[src/rtl/wb_stage.sv]
// wb_stage: write-back stage, sole driver of the regfile write port.
//   ALU results retire one per cycle. A load is parked in WAIT_MEM until
//   its memory response arrives, then it is aligned, extended and written.
//   Each retiring instruction produces exactly one registered retire pulse
//   and at most one registered write.
// Ports:
//   clk, rst            clock, synchronous active-high reset
//   wb_valid_i/_ready_o handshake with the mem stage (accept = valid & ready)
//   wb_rd_i, wb_wen_i   destination register and write intent
//   wb_is_load_i        result comes from the memory response
//   wb_ld_type_i        load funct3 (LB/LH/LW/LD/LBU/LHU/LWU)
//   wb_addr_off_i       load address bits [2:0]
//   wb_alu_res_i        ALU result for non-loads
//   mem_rvalid_i        one-cycle load response strobe
//   mem_rdata_i         doubleword holding the load data
//   w_addr_o/w_data_o/w_ena_o  regfile write port
//   retire_o            one pulse per completed instruction
//   err_o               sticky error flag, cleared only by rst
module wb_stage #(
    parameter int unsigned XLEN    = 64,
    parameter int unsigned TIMEOUT = 255
) (
    input  logic            clk,
    input  logic            rst,
    input  logic            wb_valid_i,
    output logic            wb_ready_o,
    input  logic [4:0]      wb_rd_i,
    input  logic            wb_wen_i,
    input  logic            wb_is_load_i,
    input  logic [2:0]      wb_ld_type_i,
    input  logic [2:0]      wb_addr_off_i,
    input  logic [XLEN-1:0] wb_alu_res_i,
    input  logic            mem_rvalid_i,
    input  logic [XLEN-1:0] mem_rdata_i,
    output logic [4:0]      w_addr_o,
    output logic [XLEN-1:0] w_data_o,
    output logic            w_ena_o,
    output logic            retire_o,
    output logic            err_o
);

    localparam int unsigned CNT_W   = 8;
    localparam int unsigned RD_W    = 5;
    localparam logic [CNT_W-1:0] TO_LAST = CNT_W'(TIMEOUT - 1);

    localparam logic [2:0] LT_B  = 3'b000;
    localparam logic [2:0] LT_H  = 3'b001;
    localparam logic [2:0] LT_W  = 3'b010;
    localparam logic [2:0] LT_D  = 3'b011;
    localparam logic [2:0] LT_BU = 3'b100;
    localparam logic [2:0] LT_HU = 3'b101;
    localparam logic [2:0] LT_WU = 3'b110;

    typedef enum logic [0:0] {
        S_IDLE = 1'b0,
        S_WAIT = 1'b1
    } state_t;

    // Context of the load parked in WAIT_MEM
    typedef struct packed {
        logic [RD_W-1:0] rd;
        logic            wen;
        logic [2:0]      typ;
        logic [2:0]      off;
    } ld_ctx_t;

    state_t          state_q, state_d;
    ld_ctx_t         ld_q, ld_d;
    logic [CNT_W-1:0] cnt_q, cnt_d;
    logic [RD_W-1:0] w_addr_d;
    logic [XLEN-1:0] w_data_d;
    logic            w_ena_d;
    logic            retire_d;
    logic            err_d;
    logic            accept;

    // Misaligned offsets and the unused funct3 encoding are load errors
    function automatic logic ld_bad(input logic [2:0] typ, input logic [2:0] off);
        logic bad;
        bad = 1'b0;
        case (typ)
            LT_B, LT_BU: bad = 1'b0;
            LT_H, LT_HU: bad = off[0];
            LT_W, LT_WU: bad = (off[1:0] != 2'b00);
            LT_D:        bad = (off != 3'b000);
            default:     bad = 1'b1;
        endcase
        return bad;
    endfunction

    // Select the addressed lane of the doubleword and extend it to XLEN
    function automatic logic [XLEN-1:0] ld_extract(input logic [2:0]      typ,
                                                   input logic [2:0]      off,
                                                   input logic [XLEN-1:0] rdata);
        logic [XLEN-1:0] b_sh;
        logic [XLEN-1:0] h_sh;
        logic [XLEN-1:0] w_sh;
        logic [XLEN-1:0] res;
        b_sh = rdata >> {off, 3'b000};
        h_sh = rdata >> {off[2:1], 4'b0000};
        w_sh = rdata >> {off[2], 5'b00000};
        case (typ)
            LT_B:    res = {{(XLEN-8){b_sh[7]}}, b_sh[7:0]};
            LT_BU:   res = {{(XLEN-8){1'b0}}, b_sh[7:0]};
            LT_H:    res = {{(XLEN-16){h_sh[15]}}, h_sh[15:0]};
            LT_HU:   res = {{(XLEN-16){1'b0}}, h_sh[15:0]};
            LT_W:    res = {{(XLEN-32){w_sh[31]}}, w_sh[31:0]};
            LT_WU:   res = {{(XLEN-32){1'b0}}, w_sh[31:0]};
            default: res = rdata;
        endcase
        return res;
    endfunction

    // Ready depends on state only, so upstream never sees a combinational loop
    assign wb_ready_o = (state_q == S_IDLE);
    assign accept     = wb_valid_i && wb_ready_o;

    // State and output registers
    always_ff @(posedge clk) begin
        if (rst) begin
            state_q  <= S_IDLE;
            ld_q     <= '0;
            cnt_q    <= '0;
            w_addr_o <= '0;
            w_data_o <= '0;
            w_ena_o  <= 1'b0;
            retire_o <= 1'b0;
            err_o    <= 1'b0;
        end else begin
            state_q  <= state_d;
            ld_q     <= ld_d;
            cnt_q    <= cnt_d;
            w_addr_o <= w_addr_d;
            w_data_o <= w_data_d;
            w_ena_o  <= w_ena_d;
            retire_o <= retire_d;
            err_o    <= err_d;
        end
    end

    // Next-state and next-output logic
    always_comb begin
        state_d  = state_q;
        ld_d     = ld_q;
        cnt_d    = cnt_q;
        w_addr_d = w_addr_o;
        w_data_d = w_data_o;
        w_ena_d  = 1'b0;
        retire_d = 1'b0;
        err_d    = err_o;

        case (state_q)
            S_IDLE: begin
                // A response with no load outstanding carries no usable data
                if (mem_rvalid_i) begin
                    err_d = 1'b1;
                end
                if (accept) begin
                    if (!wb_is_load_i) begin
                        retire_d = 1'b1;
                        w_ena_d  = wb_wen_i && (wb_rd_i != '0);
                        w_addr_d = wb_rd_i;
                        w_data_d = wb_alu_res_i;
                    end else if (ld_bad(wb_ld_type_i, wb_addr_off_i)) begin
                        // Faulting loads retire immediately without parking
                        err_d    = 1'b1;
                        retire_d = 1'b1;
                    end else begin
                        ld_d.rd  = wb_rd_i;
                        ld_d.wen = wb_wen_i;
                        ld_d.typ = wb_ld_type_i;
                        ld_d.off = wb_addr_off_i;
                        cnt_d    = '0;
                        state_d  = S_WAIT;
                    end
                end
            end

            S_WAIT: begin
                if (mem_rvalid_i) begin
                    retire_d = 1'b1;
                    w_ena_d  = ld_q.wen && (ld_q.rd != '0);
                    w_addr_d = ld_q.rd;
                    w_data_d = ld_extract(ld_q.typ, ld_q.off, mem_rdata_i);
                    cnt_d    = '0;
                    state_d  = S_IDLE;
                end else if (cnt_q == TO_LAST) begin
                    // Response never came: abandon the load without writing
                    err_d    = 1'b1;
                    retire_d = 1'b1;
                    cnt_d    = '0;
                    state_d  = S_IDLE;
                end else begin
                    cnt_d = cnt_q + CNT_W'(1);
                end
            end

            default: begin
                state_d = S_IDLE;
            end
        endcase
    end

endmodule
[config.mk]
export PLATFORM = sky130hd
export DESIGN_NAME = wb_stage
export DESIGN_NICKNAME = d
export VERILOG_FILES = /design/src/rtl/wb_stage.sv
export SDC_FILE = /design/constraint.sdc
export NUM_CORES = 1
export LEC_CHECK = 0
export BUFFER_PORTS_ARGS = -buffer_cell sky130_fd_sc_hd__buf_2
export CORE_ASPECT_RATIO = 1.1
export CORE_MARGIN = 2
export CORE_UTILIZATION = 54
export CTS_CLUSTER_SIZE = 24
export DETAILED_ROUTE_END_ITERATION = 8
export GPL_ROUTABILITY_DRIVEN = 1
export GPL_TIMING_DRIVEN = 0
export PLACE_DENSITY = 0.86
export SKIP_LAST_GASP = 1
export SYNTH_ARGS = -nofsm -noshare
export SYNTH_HDL_FRONTEND = slang
export SYNTH_SLANG_ARGS = --single-unit
[constraint.sdc]
create_clock -name clk -period 5.42 [get_ports clk]
set_input_delay 0.813 -clock clk [delete_from_list [all_inputs] [get_ports clk]]
set_output_delay 0.813 -clock clk [all_outputs]
set_load 0.1 [all_outputs]
; ---- After elaboration in Yosys (flattened, before gate mapping)
; Cells that the tools add are included.
[classes]
addsub = 1
n_mul = 0
div_mod_pow = 0
n_lt_le_gt_ge = 0
eq_ne = 19
shift = 3
mux = 42
bitwise = 2
reduce_logical = 16
[ops]
columns = cell, n
row1 = 64-bit one-hot mux with 6 select lines, 1
row2 = 64-bit two-way mux, 3
row3 = 64-bit one-hot mux with 2 select lines, 1
row4 = 64-bit by 6-bit right shift with 16-bit output, 1
row5 = 64-bit by 6-bit right shift with 32-bit output, 1
row6 = 64-bit by 6-bit right shift with 8-bit output, 1
row7 = 8-bit two-way mux, 5
row8 = 1-bit two-way mux, 22
row9 = 3-bit == test (second input constant), 6
row10 = 8-bit one-hot mux with 2 select lines, 1
row11 = 5-bit two-way mux, 3
row12 = 5-bit one-hot mux with 2 select lines, 1
row13 = 5-bit nonzero test, 2
row14 = 3-bit by 2-bit == test with 1-bit output (second input constant), 3
row15 = 8-bit by 1-bit adder with 8-bit output (second input constant), 1
row16 = 8-bit == test (second input constant), 1
row17 = 2-bit inequality test (second input constant), 4
row18 = 1-bit one-hot mux with 2 select lines, 4
row19 = 3-bit by 1-bit == test with 1-bit output (second input constant), 2
row20 = 3-bit logical NOT, 2
row21 = 2-bit by 1-bit inequality test with 1-bit output (second input constant), 3
row22 = 3-bit AND reduction, 2
row23 = 2-bit OR reduction, 3
row24 = 1-bit one-hot mux with 4 select lines, 1
row25 = 6 further kinds, 9
[totals]
reg_bits = 93
latch_bits = 0
ram_bits = 0
mem_bits_ro = 0
input_bits = 145
output_inout_bits = 73
wordCells = 94
mem_count = 0

; ---- Longest topological paths before layout
[depth]
word_depth = 10
mapped_depth = 7
depth_no_buf = 6

; ---- Worst setup path before layout
; OpenSTA, ideal clock, no wires.
[synth_path]
path_kind = reg-to-output
startpoint = reg state_q
endpoint = out wb_ready_o
arrival_time_ps = 1888
required_ps = 4607
slack_ps = 2719
stages_incl_launch_ff = 5
n_path_buf = 3
path_cell_list = dfxtp_1 -> buf_2 -> inv_1 -> clkbuf_1 -> clkbuf_1
[synth_via]
elab_chain_cells = 1
[synth_rtl]
columns = element, line_no
row1 = start: declaration, 67  ; state_t state_q, state_d;
row2 = start signal: assignment, 130  ; state_q <= state_d;
row3 = 1-bit inverter (no source line), -
row4 = end: declaration, 26  ; output logic wb_ready_o,
; No other way between the ends.

; ---- Final worst setup path
; Same ends and word-level chain as after synthesis.

==> reports/metrics.csv <==
stage,metric,value,unit
setup_path,Worst R2R Setup Slack,3.00,ns
logic_synthesis,async set-reset flop share out of synthesis,0,
worst_hold_path,HP Class,reg -> reg,
power_and_ir_drop,clock share of power,0.335,
cts,total CTS buffers,9,
flow_run,MaxCap Viol Count,0,
setup_path,CP required,4.61,ns
power_and_ir_drop,sw frac,0.3863,
drt,drt wl/cell,21.95,um
sta,Slew Limit Fails,0,
power_and_ir_drop,Gate power share,0.310,
power_and_ir_drop,P_sw,0.8152,mW
floorplanning,Rows,39,
global_route,initial antenna violation count,0,
logic_synthesis,most area-consuming cells after synthesis,"dfxtp_1 (32%), mux4_2 (5.8%), a22oi_1 (5.6%), mux2i_1 (5.1%), nand2_1 (5.0%)",
sta,setup TNS,0,ns
drt,Post-Route WL,22940,um
sta,setup violators final,0,
cts,Worst-path clk slew,0.07,ns
global_route,Tot GR Track Use,0.3840,
drt,DRC violations left,0,
drt,Vias,7047,
setup_path,"Max FO, Critical Path",10,
sta,FMAX,309.3,MHz
power_and_ir_drop,P_int,1.295,mW
logic_synthesis,Yosys reg bits,93,
logic_synthesis,Synth warnings,0,
logic_synthesis,share of the synthesized area in the top cell type,0.3181,
logic_synthesis,post-synthesis cell count,670,
floorplanning,Initial Util,0.5579,
cts,clk_lat worst skew,0.36,ns
power_and_ir_drop,peak supply drop,0.1672,mV
drt,post-route ant nets,0,
cts,Post CTS Setup Buffer Count,0,
global_route,vias in the first global route,6569,
placement,dpl cells,1029,
final_layout,area grow syn2layout,27.04,%
placement,GPL Wtd Cong,0.9941,
logic_synthesis,Mean Syn Cell Area,8.736,um2
drt,1st-pass router iterations,7,
cts,clk root buf,clkbuf_16,
cts,CTS H-tree lvls,3,
sta,final period utilization,0.5966,
final_layout,diode count,0,
sta,clk_skew,0.009568,ns
setup_path,critical path capture point type,primary output,
cts,clk sinks,93,
placement,HPWL Detailed,17510,um
cts,clock buffer depth,2,
sta,Tightest Pin Transition,0.8285,ns
setup_path,crit start category,register,
floorplanning,I/O pin cnt,218,
floorplanning,DIE AREA,11690,um2
logic_synthesis,post-synthesis sequential area ratio,0.3181,
setup_path,slowest cell delay on critical path,0.51,ns
global_route,largest net degree at the start of global routing,17,
final_layout,Nets,1044,
run_status,status,"finished, final reports clean",
power_and_ir_drop,Reg power frac,0.355,
setup_path,"Critical Path, Cell by Cell",buf_2 > inv_1 > clkbuf_1 > clkbuf_1 > buf_2,
power_and_ir_drop,P_leak,2.991,nW
logic_synthesis,Synth area leader,dfxtp_1,
drt,DRT iter0 DRCs,933,
setup_path,CP bufs+invs,5,
placement,IO Port Bufs,216,
logic_synthesis,Synth Flop Type,dfxtp_1,
sta,RSZ-0062 raised after global routing,false,
final_layout,non-filler cells in the finished layout,1045,
setup_path,Crit Path Class,reg -> out,
final_layout,"most common cell after layout, fill and taps aside",buf_2,
sta,Fin. Hold Viols,0,
final_layout,most frequent cells in the layout,"buf_2 (224), dfxtp_1 (93), nand2_1 (78)",
floorplanning,die height,113.2,um
global_route,total grt overflow,0,
cts,Resize count post-CTS,0,
floorplanning,Core ar.,10490,um2
logic_synthesis,"Distinct cells, synth",59,
setup_path,Top delay family on crit path,buffers and inverters,
setup_path,Slowest cell on crit path,buf_2,
cts,cts-stage hold buffer count,0,
power_and_ir_drop,pwr/cell area,283.8,nW/um2
sta,worst rel slew slack,0.4477,
final_layout,share of cells above drive strength 1,0.3326,
global_route,first-pass GRT wire length,34490,um
cts,CTS tree,done,
logic_synthesis,Post-Syn Nets,817,
sta,Final min period,3.233,ns
logic_synthesis,Post-synth EDFFs,0,
logic_synthesis,Netlist Area Pre-Place,5853,um2
floorplanning,DIE WIDTH,103.3,um
setup_path,Critical Path AT,2.42,ns
drt,Vias/cell,6.744,
==> area by class of cell <==
type / count / area (um2)
Buffer: 72 / 317.8
Tap cell: 143 / 178.9
Clock inverter: 7 / 97.59
Clock buffer: 9 / 225.2
Inverter: 14 / 52.55
Timing Repair Buffer: 216 / 1081
Multi-Input combinational cell: 491 / 3621
Sequential cell: 93 / 1862
Fill cell: 855 / 3055
==> sequential cells by signal (all words and copies together) (netlist names) <==
signal and flops:
cnt_q 8, ld_q 12, err_o 1, state_q 1
w_ena_o 1, retire_o 1, w_data_o 64, w_addr_o 5
==> worst paths after layout <==
check | cells after the start | startpoint | end
worst max-delay path | 5 | state_q | wb_ready_o
worst min-delay path | 2 | w_data_o[23] | w_data_o[23]
worst max register to register | 6 | state_q | w_data_o[63]
worst min register to register | 2 | w_data_o[23] | w_data_o[23]
==> power by group through the flow <==
stage / logic (mW) / clock network [mW] / registers, mW
final: 0.655 / 0.706 / 0.750
after global routing: 0.681 / 0.727 / 0.753
after CTS: 0.643 / 0.704 / 0.748
after detailed placement: 0.639 / 0 / 0.764
after global placement: 0.635 / 0 / 0.763
after floorplan: 0.202 / 0 / 1.03
==> metal layers <==
layer / GRT usage / up-vias / share of wire
met5: 0 / - / 0
met4: 0.2465 / 0 / 0.067
met3: 0.08215 / 115 / 0.12
met2: 0.6078 / 551 / 0.46
met1: 0.4670 / 3284 / 0.36
li1: - / 3097 / -
==> metrics by stage <==
step | power [mW] | worst slack, ns | hold WS, ns | utilization | cell area, um2
after global placement | 1.398 | 2.516 | 0.4720 | 0.6780 | 7113
final | 2.111 | 2.187 | 0.4792 | 0.7088 | 7436
after floorplan | 1.228 | 2.719 | 0.4612 | - | 5853
after CTS | 2.095 | 2.252 | 0.4804 | 0.7088 | 7436
after detailed placement | 1.403 | 2.501 | 0.4709 | 0.6780 | 7113
after global routing | 2.161 | 2.091 | 0.5121 | 0.7088 | 7436
==> worst register-to-register path, cell delays in order (launching register included) <==
cell      delay [ns]
dfxtp_1         0.32
or3b_2          0.46
clkbuf_1        0.23
nand2_2         0.35
clkbuf_1        0.38
o21ai_0         0.28
a221oi_2        0.32
==> Yosys cell counts (4+ instances only) <==
cell type and number:
dfxtp_1 93, nand2_1 78, o21ai_0 56, clkbuf_1 54
a22oi_1 44, mux2i_1 30, a211oi_1 28, nor2_1 28
a221oi_1 26, mux4_2 15, inv_1 14, a21oi_1 11
a221oi_2 11, mux2_2 11, o21a_1 11, o311ai_0 11
a311oi_1 10, nand3_1 10, a31o_2 9, or3_1 9
a31oi_1 8, buf_2 8, a22o_1 7, a222oi_1 6
nor3b_1 6, o211ai_1 6, a211o_1 5, and2_1 5
and3_1 5, buf_1 5, o221ai_1 5, nor4_1 4
==> logic make-up after synthesis <==
| kind of cell | count (synthesis) | share of synthesized area |
|---|---|---|
| xor gates and xnor gates | 1 | 0.001497 |
| AOI/OAI and AO/OA | 265 | 0.3472 |
| muxes | 56 | 0.1302 |
| adders and majority gates | 2 | 0.004275 |
| DFF | 93 | 0.3181 |
| and+or+nand+nor | 167 | 0.1355 |
| buffers and inverters | 86 | 0.06327 |
(Power assumes the default switching activity.)
